==> src/rtl/ex_alu_arbiter_pkg.sv <==
// ex_alu_arbiter_pkg: shared definitions for the EX-stage ALU arbiter slice.
// Holds the ALU op encodings (0000..1011), the arbiter FSM state type,
// the requester count and a legality helper for alu_op.
package ex_alu_arbiter_pkg;

  localparam int unsigned NREQ = 2;

  localparam logic [3:0] ALU_AND  = 4'b0000;
  localparam logic [3:0] ALU_OR   = 4'b0001;
  localparam logic [3:0] ALU_ADD  = 4'b0010;
  localparam logic [3:0] ALU_SUB  = 4'b0011;
  localparam logic [3:0] ALU_XOR  = 4'b0100;
  localparam logic [3:0] ALU_SLL  = 4'b0101;
  localparam logic [3:0] ALU_SRL  = 4'b0110;
  localparam logic [3:0] ALU_SRA  = 4'b0111;
  localparam logic [3:0] ALU_SLT  = 4'b1000;
  localparam logic [3:0] ALU_SLTU = 4'b1001;
  localparam logic [3:0] ALU_SEQ  = 4'b1010;
  localparam logic [3:0] ALU_SNE  = 4'b1011;
  localparam logic [3:0] ALU_OP_MAX = 4'b1011;

  typedef enum logic [1:0] {
    IDLE  = 2'd0,
    ISSUE = 2'd1,
    RESP  = 2'd2
  } state_t;

  function automatic logic alu_op_illegal(input logic [3:0] op);
    return (op > ALU_OP_MAX);
  endfunction

endpackage

==> src/rtl/ex_alu_arbiter_if.sv <==
// ex_alu_arbiter_if: request/response bundle between the two requesters and
// the shared-ALU arbiter.
//   req_*  : per-port request (valid/ready handshake), port p in slice p
//   resp_* : held response, resp_valid one-hot to the owning port
// Modports: master = requester side, slave = arbiter side.
interface ex_alu_arbiter_if #(
  parameter int XLEN = 64,
  parameter int TAGW = 4
);
  logic [1:0]        req_valid;
  logic [1:0]        req_ready;
  logic [2*XLEN-1:0] req_rs1;
  logic [2*XLEN-1:0] req_rs2;
  logic [2*XLEN-1:0] req_imm;
  logic [1:0]        req_alu_src;
  logic [7:0]        req_alu_op;
  logic [2*TAGW-1:0] req_tag;
  logic [1:0]        resp_valid;
  logic [1:0]        resp_ready;
  logic [XLEN-1:0]   resp_data;
  logic              resp_ovf;
  logic              resp_illegal;
  logic [TAGW-1:0]   resp_tag;

  modport master (
    output req_valid, req_rs1, req_rs2, req_imm, req_alu_src, req_alu_op,
           req_tag, resp_ready,
    input  req_ready, resp_valid, resp_data, resp_ovf, resp_illegal, resp_tag
  );

  modport slave (
    input  req_valid, req_rs1, req_rs2, req_imm, req_alu_src, req_alu_op,
           req_tag, resp_ready,
    output req_ready, resp_valid, resp_data, resp_ovf, resp_illegal, resp_tag
  );
endinterface

==> src/rtl/ex_alu_arbiter_rr_arb2.sv <==
// rr_arb2: combinational 2-way round-robin picker.
//   req   : request vector
//   last  : index of the port granted most recently
//   grant : one-hot (or zero) grant; on contention the port != last wins
module rr_arb2 (
  input  logic [1:0] req,
  input  logic       last,
  output logic [1:0] grant
);
  always_comb begin
    grant = '0;
    unique case (req)
      2'b01:   grant = 2'b01;
      2'b10:   grant = 2'b10;
      2'b11:   grant = last ? 2'b01 : 2'b10;
      default: grant = '0;
    endcase
  end
endmodule

==> src/rtl/ex_alu_arbiter.sv <==
// ex_alu_arbiter: shares one combinational EX-stage ALU between the main
// pipeline (port 0) and the branch/address unit (port 1).
//   clk, rst        : clock, asynchronous active-high reset
//   bus             : request/response bundle (slave side)
//   alu_*_o         : operands/op to the ALU, held while busy, zero when idle
//   alu_result_i,
//   alu_overflow_i  : ALU results, captured at the end of ISSUE
//   ovf_sticky      : set by any overflowing response, cleared by ovf_clr
//   busy            : FSM not in IDLE
module ex_alu_arbiter
  import ex_alu_arbiter_pkg::*;
#(
  parameter int XLEN = 64,
  parameter int TAGW = 4
) (
  input  logic            clk,
  input  logic            rst,
  ex_alu_arbiter_if.slave bus,
  output logic [XLEN-1:0] alu_rs1_o,
  output logic [XLEN-1:0] alu_rs2_o,
  output logic [XLEN-1:0] alu_imm_o,
  output logic            alu_src_o,
  output logic [3:0]      alu_op_o,
  input  logic [XLEN-1:0] alu_result_i,
  input  logic            alu_overflow_i,
  output logic            ovf_sticky,
  input  logic            ovf_clr,
  output logic            busy
);

  state_t state, state_nxt;

  logic [NREQ-1:0] grant;
  logic [NREQ-1:0] req_ready_c;
  logic [NREQ-1:0] resp_valid_c;
  logic            accept;
  logic            sel;

  logic            owner;
  logic            last_grant;
  logic [XLEN-1:0] op_rs1, op_rs2, op_imm;
  logic            op_src;
  logic [3:0]      op_alu_op;
  logic [TAGW-1:0] op_tag;

  logic [XLEN-1:0] resp_data_q;
  logic            resp_ovf_q;
  logic            resp_illegal_q;
  logic [TAGW-1:0] resp_tag_q;
  logic            sticky_q;

  rr_arb2 u_rr_arb2 (
    .req   (bus.req_valid),
    .last  (last_grant),
    .grant (grant)
  );

  assign sel    = req_ready_c[1];
  assign accept = |(bus.req_valid & req_ready_c);

  always_comb begin
    state_nxt    = state;
    req_ready_c  = '0;
    resp_valid_c = '0;
    unique case (state)
      IDLE: begin
        // Gated by rst so every output reads zero while reset is held.
        req_ready_c = rst ? '0 : grant;
        if (accept) state_nxt = ISSUE;
      end
      ISSUE: state_nxt = RESP;
      RESP: begin
        resp_valid_c = owner ? 2'b10 : 2'b01;
        if (bus.resp_ready[owner]) state_nxt = IDLE;
      end
      default: state_nxt = IDLE;
    endcase
  end

  always_ff @(posedge clk or posedge rst) begin
    if (rst) state <= IDLE;
    else     state <= state_nxt;
  end

  always_ff @(posedge clk or posedge rst) begin
    if (rst) begin
      owner      <= 1'b0;
      last_grant <= 1'b1;
      op_rs1     <= '0;
      op_rs2     <= '0;
      op_imm     <= '0;
      op_src     <= 1'b0;
      op_alu_op  <= '0;
      op_tag     <= '0;
    end else if (state == IDLE && accept) begin
      owner      <= sel;
      last_grant <= sel;
      op_rs1     <= sel ? bus.req_rs1[XLEN +: XLEN] : bus.req_rs1[0 +: XLEN];
      op_rs2     <= sel ? bus.req_rs2[XLEN +: XLEN] : bus.req_rs2[0 +: XLEN];
      op_imm     <= sel ? bus.req_imm[XLEN +: XLEN] : bus.req_imm[0 +: XLEN];
      op_src     <= bus.req_alu_src[sel];
      op_alu_op  <= sel ? bus.req_alu_op[4 +: 4] : bus.req_alu_op[0 +: 4];
      op_tag     <= sel ? bus.req_tag[TAGW +: TAGW] : bus.req_tag[0 +: TAGW];
    end
  end

  always_ff @(posedge clk or posedge rst) begin
    if (rst) begin
      resp_data_q    <= '0;
      resp_ovf_q     <= 1'b0;
      resp_illegal_q <= 1'b0;
      resp_tag_q     <= '0;
    end else if (state == ISSUE) begin
      resp_data_q    <= alu_result_i;
      resp_ovf_q     <= alu_overflow_i;
      resp_illegal_q <= alu_op_illegal(op_alu_op);
      resp_tag_q     <= op_tag;
    end
  end

  // The set term looks at the ISSUE cycle so the flag rises together with
  // resp_ovf on RESP entry, and overrides a coincident clear.
  always_ff @(posedge clk or posedge rst) begin
    if (rst)                                   sticky_q <= 1'b0;
    else if (state == ISSUE && alu_overflow_i) sticky_q <= 1'b1;
    else if (ovf_clr)                          sticky_q <= 1'b0;
  end

  assign bus.req_ready    = req_ready_c;
  assign bus.resp_valid   = resp_valid_c;
  assign bus.resp_data    = resp_data_q;
  assign bus.resp_ovf     = resp_ovf_q;
  assign bus.resp_illegal = resp_illegal_q;
  assign bus.resp_tag     = resp_tag_q;

  assign alu_rs1_o  = (state != IDLE) ? op_rs1    : '0;
  assign alu_rs2_o  = (state != IDLE) ? op_rs2    : '0;
  assign alu_imm_o  = (state != IDLE) ? op_imm    : '0;
  assign alu_src_o  = (state != IDLE) ? op_src    : 1'b0;
  assign alu_op_o   = (state != IDLE) ? op_alu_op : '0;
  assign ovf_sticky = sticky_q;
  assign busy       = (state != IDLE);

endmodule

==> src/flat_wrapper.sv <==
// flat-port wrapper written by rule: the top's interface ports become plain ports
module ex_alu_arbiter_flat import ex_alu_arbiter_pkg::*;
#(
  parameter int XLEN = 64,
  parameter int TAGW = 4
)
  (clk, rst, alu_rs1_o, alu_rs2_o, alu_imm_o, alu_src_o, alu_op_o, alu_result_i, alu_overflow_i, ovf_sticky, ovf_clr, busy, bus_req_valid, bus_req_rs1, bus_req_rs2, bus_req_imm, bus_req_alu_src, bus_req_alu_op, bus_req_tag, bus_resp_ready, bus_req_ready, bus_resp_valid, bus_resp_data, bus_resp_ovf, bus_resp_illegal, bus_resp_tag);
  ex_alu_arbiter_if #(.XLEN(XLEN), .TAGW(TAGW)) bus_i ();
  input  logic clk;
  input  logic rst;
  output logic [XLEN-1:0] alu_rs1_o;
  output logic [XLEN-1:0] alu_rs2_o;
  output logic [XLEN-1:0] alu_imm_o;
  output logic alu_src_o;
  output logic [3:0] alu_op_o;
  input  logic [XLEN-1:0] alu_result_i;
  input  logic alu_overflow_i;
  output logic ovf_sticky;
  input  logic ovf_clr;
  output logic busy;
  input wire logic [$bits(bus_i.req_valid)-1:0] bus_req_valid;
  input wire logic [$bits(bus_i.req_rs1)-1:0] bus_req_rs1;
  input wire logic [$bits(bus_i.req_rs2)-1:0] bus_req_rs2;
  input wire logic [$bits(bus_i.req_imm)-1:0] bus_req_imm;
  input wire logic [$bits(bus_i.req_alu_src)-1:0] bus_req_alu_src;
  input wire logic [$bits(bus_i.req_alu_op)-1:0] bus_req_alu_op;
  input wire logic [$bits(bus_i.req_tag)-1:0] bus_req_tag;
  input wire logic [$bits(bus_i.resp_ready)-1:0] bus_resp_ready;
  output wire logic [$bits(bus_i.req_ready)-1:0] bus_req_ready;
  output wire logic [$bits(bus_i.resp_valid)-1:0] bus_resp_valid;
  output wire logic [$bits(bus_i.resp_data)-1:0] bus_resp_data;
  output wire logic [$bits(bus_i.resp_ovf)-1:0] bus_resp_ovf;
  output wire logic [$bits(bus_i.resp_illegal)-1:0] bus_resp_illegal;
  output wire logic [$bits(bus_i.resp_tag)-1:0] bus_resp_tag;
  assign bus_i.req_valid = bus_req_valid;
  assign bus_i.req_rs1 = bus_req_rs1;
  assign bus_i.req_rs2 = bus_req_rs2;
  assign bus_i.req_imm = bus_req_imm;
  assign bus_i.req_alu_src = bus_req_alu_src;
  assign bus_i.req_alu_op = bus_req_alu_op;
  assign bus_i.req_tag = bus_req_tag;
  assign bus_i.resp_ready = bus_resp_ready;
  assign bus_req_ready = bus_i.req_ready;
  assign bus_resp_valid = bus_i.resp_valid;
  assign bus_resp_data = bus_i.resp_data;
  assign bus_resp_ovf = bus_i.resp_ovf;
  assign bus_resp_illegal = bus_i.resp_illegal;
  assign bus_resp_tag = bus_i.resp_tag;
  ex_alu_arbiter #(.XLEN(XLEN), .TAGW(TAGW)) u_core (.clk(clk), .rst(rst), .bus(bus_i), .alu_rs1_o(alu_rs1_o), .alu_rs2_o(alu_rs2_o), .alu_imm_o(alu_imm_o), .alu_src_o(alu_src_o), .alu_op_o(alu_op_o), .alu_result_i(alu_result_i), .alu_overflow_i(alu_overflow_i), .ovf_sticky(ovf_sticky), .ovf_clr(ovf_clr), .busy(busy));
endmodule
==> config.mk <==
export PLATFORM = sky130hd
export DESIGN_NAME = ex_alu_arbiter_flat
export DESIGN_NICKNAME = d
export VERILOG_FILES = /design/src/rtl/ex_alu_arbiter_pkg.sv /design/src/rtl/ex_alu_arbiter_if.sv /design/src/rtl/ex_alu_arbiter_rr_arb2.sv /design/src/rtl/ex_alu_arbiter.sv /design/src/flat_wrapper.sv
export SDC_FILE = /design/constraint.sdc
export NUM_CORES = 1
export LEC_CHECK = 0
export BUFFER_PORTS_ARGS = -buffer_cell sky130_fd_sc_hd__buf_2
export CORE_AREA = 2 2 295 297
export DETAILED_ROUTE_END_ITERATION = 16
export DIE_AREA = 0 0 297 299
export SYNTH_ARGS = -nofsm -noshare
export SYNTH_HDL_FRONTEND = slang
export SYNTH_HIERARCHICAL = 1
export SYNTH_SLANG_ARGS = --single-unit
==> constraint.sdc <==
create_clock -name clk -period 10.7 [get_ports clk]
set_input_delay 2.675 -clock clk [delete_from_list [all_inputs] [get_ports clk]]
set_output_delay 2.675 -clock clk [all_outputs]
set_load 0.02 [all_outputs]
==> results of run 1 <==
power by group through the flow:
stage / combinational, mW / sequential (mW) / clock (mW)
after detailed placement: 2.50 / 1.78 / 0
after global routing: 2.66 / 1.85 / 1.40
after global placement: 2.48 / 1.79 / 0
after CTS: 2.50 / 1.79 / 1.37
final: 2.48 / 1.79 / 1.31
after floorplan: 1.55 / 1.89 / 0
cell usage in the layout, fill, tap and decap left out, drive strengths merged:
master and n:
buf 761, mux2 69, nor2 3, inv 5
or3 1, a22oi 1, a22o 2, a21o 1
dfstp 1, and2 199, o21bai 201, clkinv 3
nand3b 1, o221a 201, dfrtp 275, o21ai 3
nand3 2, diode 6, clkbuf 58, nand4b 1
nand2b 2, nor3 1, nand2 4, or2 1
bufinv 4, a21boi 2
how the worst min path moves through the flow:
| stage | start | end | slack [ns] | cells past startpoint |
|---|---|---|---|---|
| floorplan | u_core/op_tag[0] | u_core/bus.resp_tag[0] | 0.45 | 1 |
| global placement | u_core/bus.resp_ovf | u_core/bus.resp_ovf | 0.46 | 2 |
| detailed placement | u_core/op_tag[1] | u_core/bus.resp_tag[1] | 0.46 | 1 |
| CTS | u_core/op_tag[1] | u_core/bus.resp_tag[1] | 0.48 | 1 |
| global route | u_core/bus.resp_data[34] | u_core/bus.resp_data[34] | 0.50 | 1 |
| finish | u_core/bus.resp_ovf | u_core/bus.resp_ovf | 0.47 | 2 |
sequential cells by signal, indices dropped and copies added (netlist names):
register                 count
u_core/bus.resp_data        64
u_core/bus.resp_illegal      1
u_core/bus.resp_ovf          1
u_core/bus.resp_tag          4
u_core/last_grant            1
u_core/op_alu_op             4
u_core/op_imm               64
u_core/op_rs1               64
u_core/op_rs2               64
u_core/op_src                1
u_core/op_tag                4
u_core/ovf_sticky            1
u_core/owner                 1
u_core/state                 2
cell type report:
cell class / count / area [um^2] / share of cell area
Clock buffer: 58 / 1140 / 0.0583
Sequential cell: 276 / 6910 / 0.354
Timing Repair Buffer: 761 / 3870 / 0.198
Multi-Input combinational cell: 695 / 5980 / 0.306
Inverter: 4 / 22.5 / 0.00115
Tap cell: 1155 / 1450 / 0.0740
Antenna cell: 6 / 15.0 / 0.000769
Clock inverter: 8 / 144 / 0.00737
layer usage:
layer	track usage	vias up	routed length (um)
met3	0.0316	102	3850
met5	0	-	13
met1	0.140	6005	21700
li1	-	5495	-
met2	0.186	563	25400
met4	0.0500	2	2150
logic make-up (layout without fill, tap and decap cells):
group,after synthesis,count (layout),share of synthesized area
buf+inv,123,831,0.0470
other cells,0,6,0
simple gates,215,215,0.0988
flops,276,276,0.512
mux,69,69,0.0576
compound gates,411,411,0.284
stage by stage:
step	hold slack, ns	power, mW	setup WS (ns)
detailed placement	0.463	4.28	4.29
global placement	0.456	4.26	4.31
floorplan	0.452	3.43	0.418
finish	0.475	5.58	4.28
global route	0.496	5.91	4.21
CTS	0.476	5.66	4.28
worst max-delay path, stage by stage:
cell,delay [ns]
buf_2,0.11
a21boi_0,0.52
and2_1,0.25
buf_2,0.17
==> metrics.txt, run 1 <==
run status=complete, no violations; initial antenna violation count=10; GR Util All Layers=0.114; ANT nets after route=0; top cells by area, synth=dfrtp_1 (51%), o221a_1 (17%), o21bai_1 (11%); Post-synth ARST share=1.00; CTS tree=done; Layout Utilization=0.227; first-pass GRT wire length=78.9 mm; Die Ht=299 um; unrepaired setup endpoints after global routing=no; Sw Ratio=0.384; cell area after layout=around 0.020 mm^2; worst slew pin tran=1.10 ns; setup violators final=0; core area=0.0859 mm^2; post-cts resize count=0; Post-synth EDFFs=0; I/O Pins=747; CP startpoint=bus_req_valid[1]; CTS clock-pin slew for the worst setup and hold paths=~0.050 ns; reg2reg setup slack=about 7.3 ns; sequential share of power=0.321; pin count of the biggest net entering global routing=around 140; Clk network pwr share=0.236; Clock Latency Late Sink=roughly 0.54 ns; Mean Syn Cell Area=12.3 um^2; share of cells above drive strength 1=0.458; top cell type's share of synthesized area=0.510; placer congestion estimate=0.822; cts hold-fix bufs=0; Initial Utilization=0.157; gr ovfl total=0; Final period util=0.600; kind of critical path=in -> out; Setup Fix Bufs, Post-CTS=0; area after detailed placement=0.0182 mm^2; commonest cells in the netlist=dfrtp_1 (275), o21bai_1 (201), o221a_1 (201); DR iter-0 viols=714; post-DP HPWL=37.3 mm; vias in the first global route=12500; Power per Cell Area=286 mW/mm^2; CTS root buf=clkbuf_16; reg2reg start=u_core/last_grant; Syn Nets=1568; Tmin final=6.42 ns; Min-Delay Path Class=reg -> reg; Non-Filler Instances=2963; R2R Path End=u_core/op_rs2[59]; Synth area leader=dfrtp_1; CP max FO=4; Placed Cells=2891; DRT Pass-1 Iters=4; die width=297 um; Sw Pwr=2.14 mW; most frequent cell after synthesis=dfrtp_1; routed len/inst=17.9 um; P_leak=8.79 nW; Max Slew Vio Count=0; YS warnings=6; Synth Flop Type=dfrtp_1; Post-Synthesis Cells=1094; Distinct cells, synth=28; area delta synth->final=44.7%; residual DRC count=0; CTS Sinks=276; H-tree depth=2; Max VDD drop=0.144 mV; P_int=3.44 mW; Fin Setup TNS=0 ns; flops & latches, synth=276; Required @ worst endpoint=8.03 ns; Core Rows=between 100 and 150; combinational share of power=0.444; Clock Tree Buf Depth=3; Worst Skew=0.0152 ns; Final Hold Viols=0; Critical Path End Type=output port; Final #Nets=2249; max-cap violations=0; Fill cells=9353; port bufs=746; worst setup path end=bus_req_ready[1]; Highest Clock Rate=156 MHz; vias per cell=4.11; clock buffer count from CTS=37; vias post-DR=12200; WL final=around 53 mm; Total Die Area=0.0888 mm^2; relative slew slack=0.269; Worst Setup Start Kind=primary input; r2r worst-path depth=5; sequential element share of the synthesized area=0.512; Post-Syn Area=0.0135 mm^2; Critical Path AT=about 3.7 ns
Power figures use the tool's default switching activity.
==> inputs of run 2 (changes only) <==
CORE_AREA = 2 2 290 292   (was 2 2 295 297)
DIE_AREA = 0 0 292 294   (was 0 0 297 299)
clock period = 6.4 ns   (was 10.7 ns; I/O delays follow)
==> run 2 against run 1 <==
- worst setup slack worse by 2.3 ns
- final cell count shrank 2.4%
- sequential share of layout area increased by 0.17 points
- register-to-register slack worse by 3.4 ns
- worst hold slack lost 0.0065 ns
- die area shrank 3.3%
- clock power grew 58%
- sequential power rose by 72%
- utilization grew 0.72 points
- critical endpoint is now alu_imm_o[0]
==> metrics.txt, run 2 (synthesis gave the netlist of run 1 again) <==
run status=complete, no violations (unchanged); CP max FO=72 (was 4); post-cts resize count=0 (unchanged); Worst Setup Start Kind=register (was primary input); setup violators final=0 (unchanged); worst hold stages=2 (unchanged); Clock Latency Late Sink=0.54 ns (about the same); pin count of the biggest net entering global routing=126 (was 135); H-tree depth=2 (unchanged); die width=292 um (was 297 um); met2 routed wirelength=26.0 mm (was 25.4 mm); area delta synth->final=44.0% (was 44.7%); max-cap violations=0 (unchanged); core area=0.0829 mm^2 (was 0.0859 mm^2); relative slew slack=0.333 (was 0.269); Critical Path End Type=output port (unchanged); gr ovfl total=0 (unchanged); Tmin final=4.44 ns; Final #Nets=2251 (was 2249); DR iter-0 viols=665 (was 714); Clock Tree Buf Depth=3 (unchanged); CTS tree=done (unchanged); P_leak=8.78 nW (was 8.79 nW); Placed Cells=2819 (was 2891); Die Ht=294 um (was 299 um); Worst Skew=0.00864 ns (was 0.0152 ns); Metal-1 WL=22.0 mm (was 21.7 mm); first-pass GRT wire length=77.3 mm (was 78.9 mm); delay of the slowest critical-path stage=0.65 ns (was 0.52 ns); unrepaired setup endpoints after global routing=no (unchanged); r2r worst-path depth=6 (was 5); port bufs=746 (unchanged); DRT Pass-1 Iters=5 (was 4); Final Hold Viols=0 (unchanged); slowest CP cell=dfrtp_1 (was a21boi_0); Non-Filler Instances=2891 (was 2963); worst slew pin tran=1.00 ns (was 1.10 ns); met3 WL post-DR=3.75 mm (was 3.85 mm); Fin Setup TNS=0 ns (unchanged); Required @ worst endpoint=4.80 ns (was 8.03 ns); commonest non-fill, non-tap cell in the layout=buf_2 (unchanged); Max VDD drop=0.198 mV (was 0.144 mV); residual DRC count=0 (unchanged); vias in the first global route=11900 (was 12500); Critical Path AT=2.84 ns (was 3.74 ns); Highest Clock Rate=between 200 and 250 MHz; Final period util=0.693; vias post-DR=12000 (was 12200); Max Slew Vio Count=0 (unchanged); Fill cells=8918 (was 9353); Core Rows=106 (was 108); GR Util All Layers=0.116 (was 0.114); commonest cells after routing, fill and taps aside=buf_2 (746), dfrtp_1 (275), o21bai_1 (201), o221a_1 (201), and2_1 (199) (unchanged); CTS Sinks=276 (unchanged); Power per Cell Area=476 mW/mm^2 (was 286 mW/mm^2); Setup Fix Bufs, Post-CTS=0 (unchanged); share of cells above drive strength 1=0.459 (was 0.458); initial antenna violation count=11 (was 10); I/O Pins=747 (unchanged); Min-Delay Path Class=reg -> reg (unchanged); DR top layer=met5 (unchanged); Initial Utilization=0.163 (was 0.157); clock buffer count from CTS=36 (was 37); vias per cell=4.13 (was 4.11); placer congestion estimate=0.805 (was 0.822); routed len/inst=18.3 um (was 17.9 um); CTS root buf=clkbuf_16 (unchanged); crit-path cells=or2_4 > buf_4 > and2_1 > buf_2 (was buf_2 > a21boi_0 > and2_1 > buf_2); cts hold-fix bufs=0 (unchanged); post-DP HPWL=37.6 mm (was 37.3 mm); WL final=53.0 mm (was 53.2 mm); CTS clock-pin slew for the worst setup and hold paths=0.06 ns (was 0.05 ns); ANT nets after route=0 (unchanged); kind of critical path=reg -> out (was in -> out); Total Die Area=0.0858 mm^2 (was 0.0888 mm^2)
## run 2: cell type report
class                      instances  area, um^2  share of cell area
inverter                           4        18.8            0.000966
sequential                       276        6910               0.356
tap                             1080        1350              0.0696
clock inverter                    13         150             0.00773
antenna                            6        15.0            0.000773
timing repair buffer             764        3970               0.204
multi-input combinational        695        5980               0.308
clock buffer                      53        1040              0.0533
## run 2: worst max-delay path, delay by kind of cell (launching register included)
family | cells | cell delay, ns
and+or+nand+nor | 2 | 0.77
buffers and inverters | 2 | 0.78
DFF | 1 | 0.65
## run 2: metal layers
layer	vias to the layer above	global-route usage
li1	5501	-
met1	5851	0.148
met2	520	0.193
met3	75	0.0284
met4	4	0.0352
met5	-	0
## run 2: worst paths after layout
kind	startpoint	to	slack, ns
setup / recovery	u_core/state[0]	alu_imm_o[0]	1.96
hold / removal	u_core/bus.resp_ovf	u_core/bus.resp_ovf	0.47
setup reg to reg	u_core/last_grant	u_core/op_rs1[62]	3.84
hold reg to reg	u_core/bus.resp_ovf	u_core/bus.resp_ovf	0.47
max in group asynchronous	rst	u_core/state[0]	3.95
min in group asynchronous	rst	u_core/op_imm[53]	1.24
## run 2: report_power, final
group / leakage (nW) / internal [mW] / switching, mW
clock network: 0.584 / 1.25 / 0.820
registers: 3.05 / 2.57 / 0.496
logic: 5.15 / 1.81 / 2.29
## run 2: through the flow
| step | setup WS [ns] | power, mW | area [um^2] | hold WS (ns) | util |
|---|---|---|---|---|---|
| detailed placement | 2.13 | 7.22 | 18200 | 0.460 | 0.220 |
| CTS | 1.87 | 9.38 | 19400 | 0.475 | 0.234 |
| global placement | 2.16 | 7.19 | 18200 | 0.455 | 0.220 |
| floorplan | 1.15 | 5.74 | 13500 | 0.452 | - |
| global route | 1.75 | 9.82 | 19400 | 0.492 | 0.234 |
| finish | 1.96 | 9.24 | 19400 | 0.468 | 0.234 |
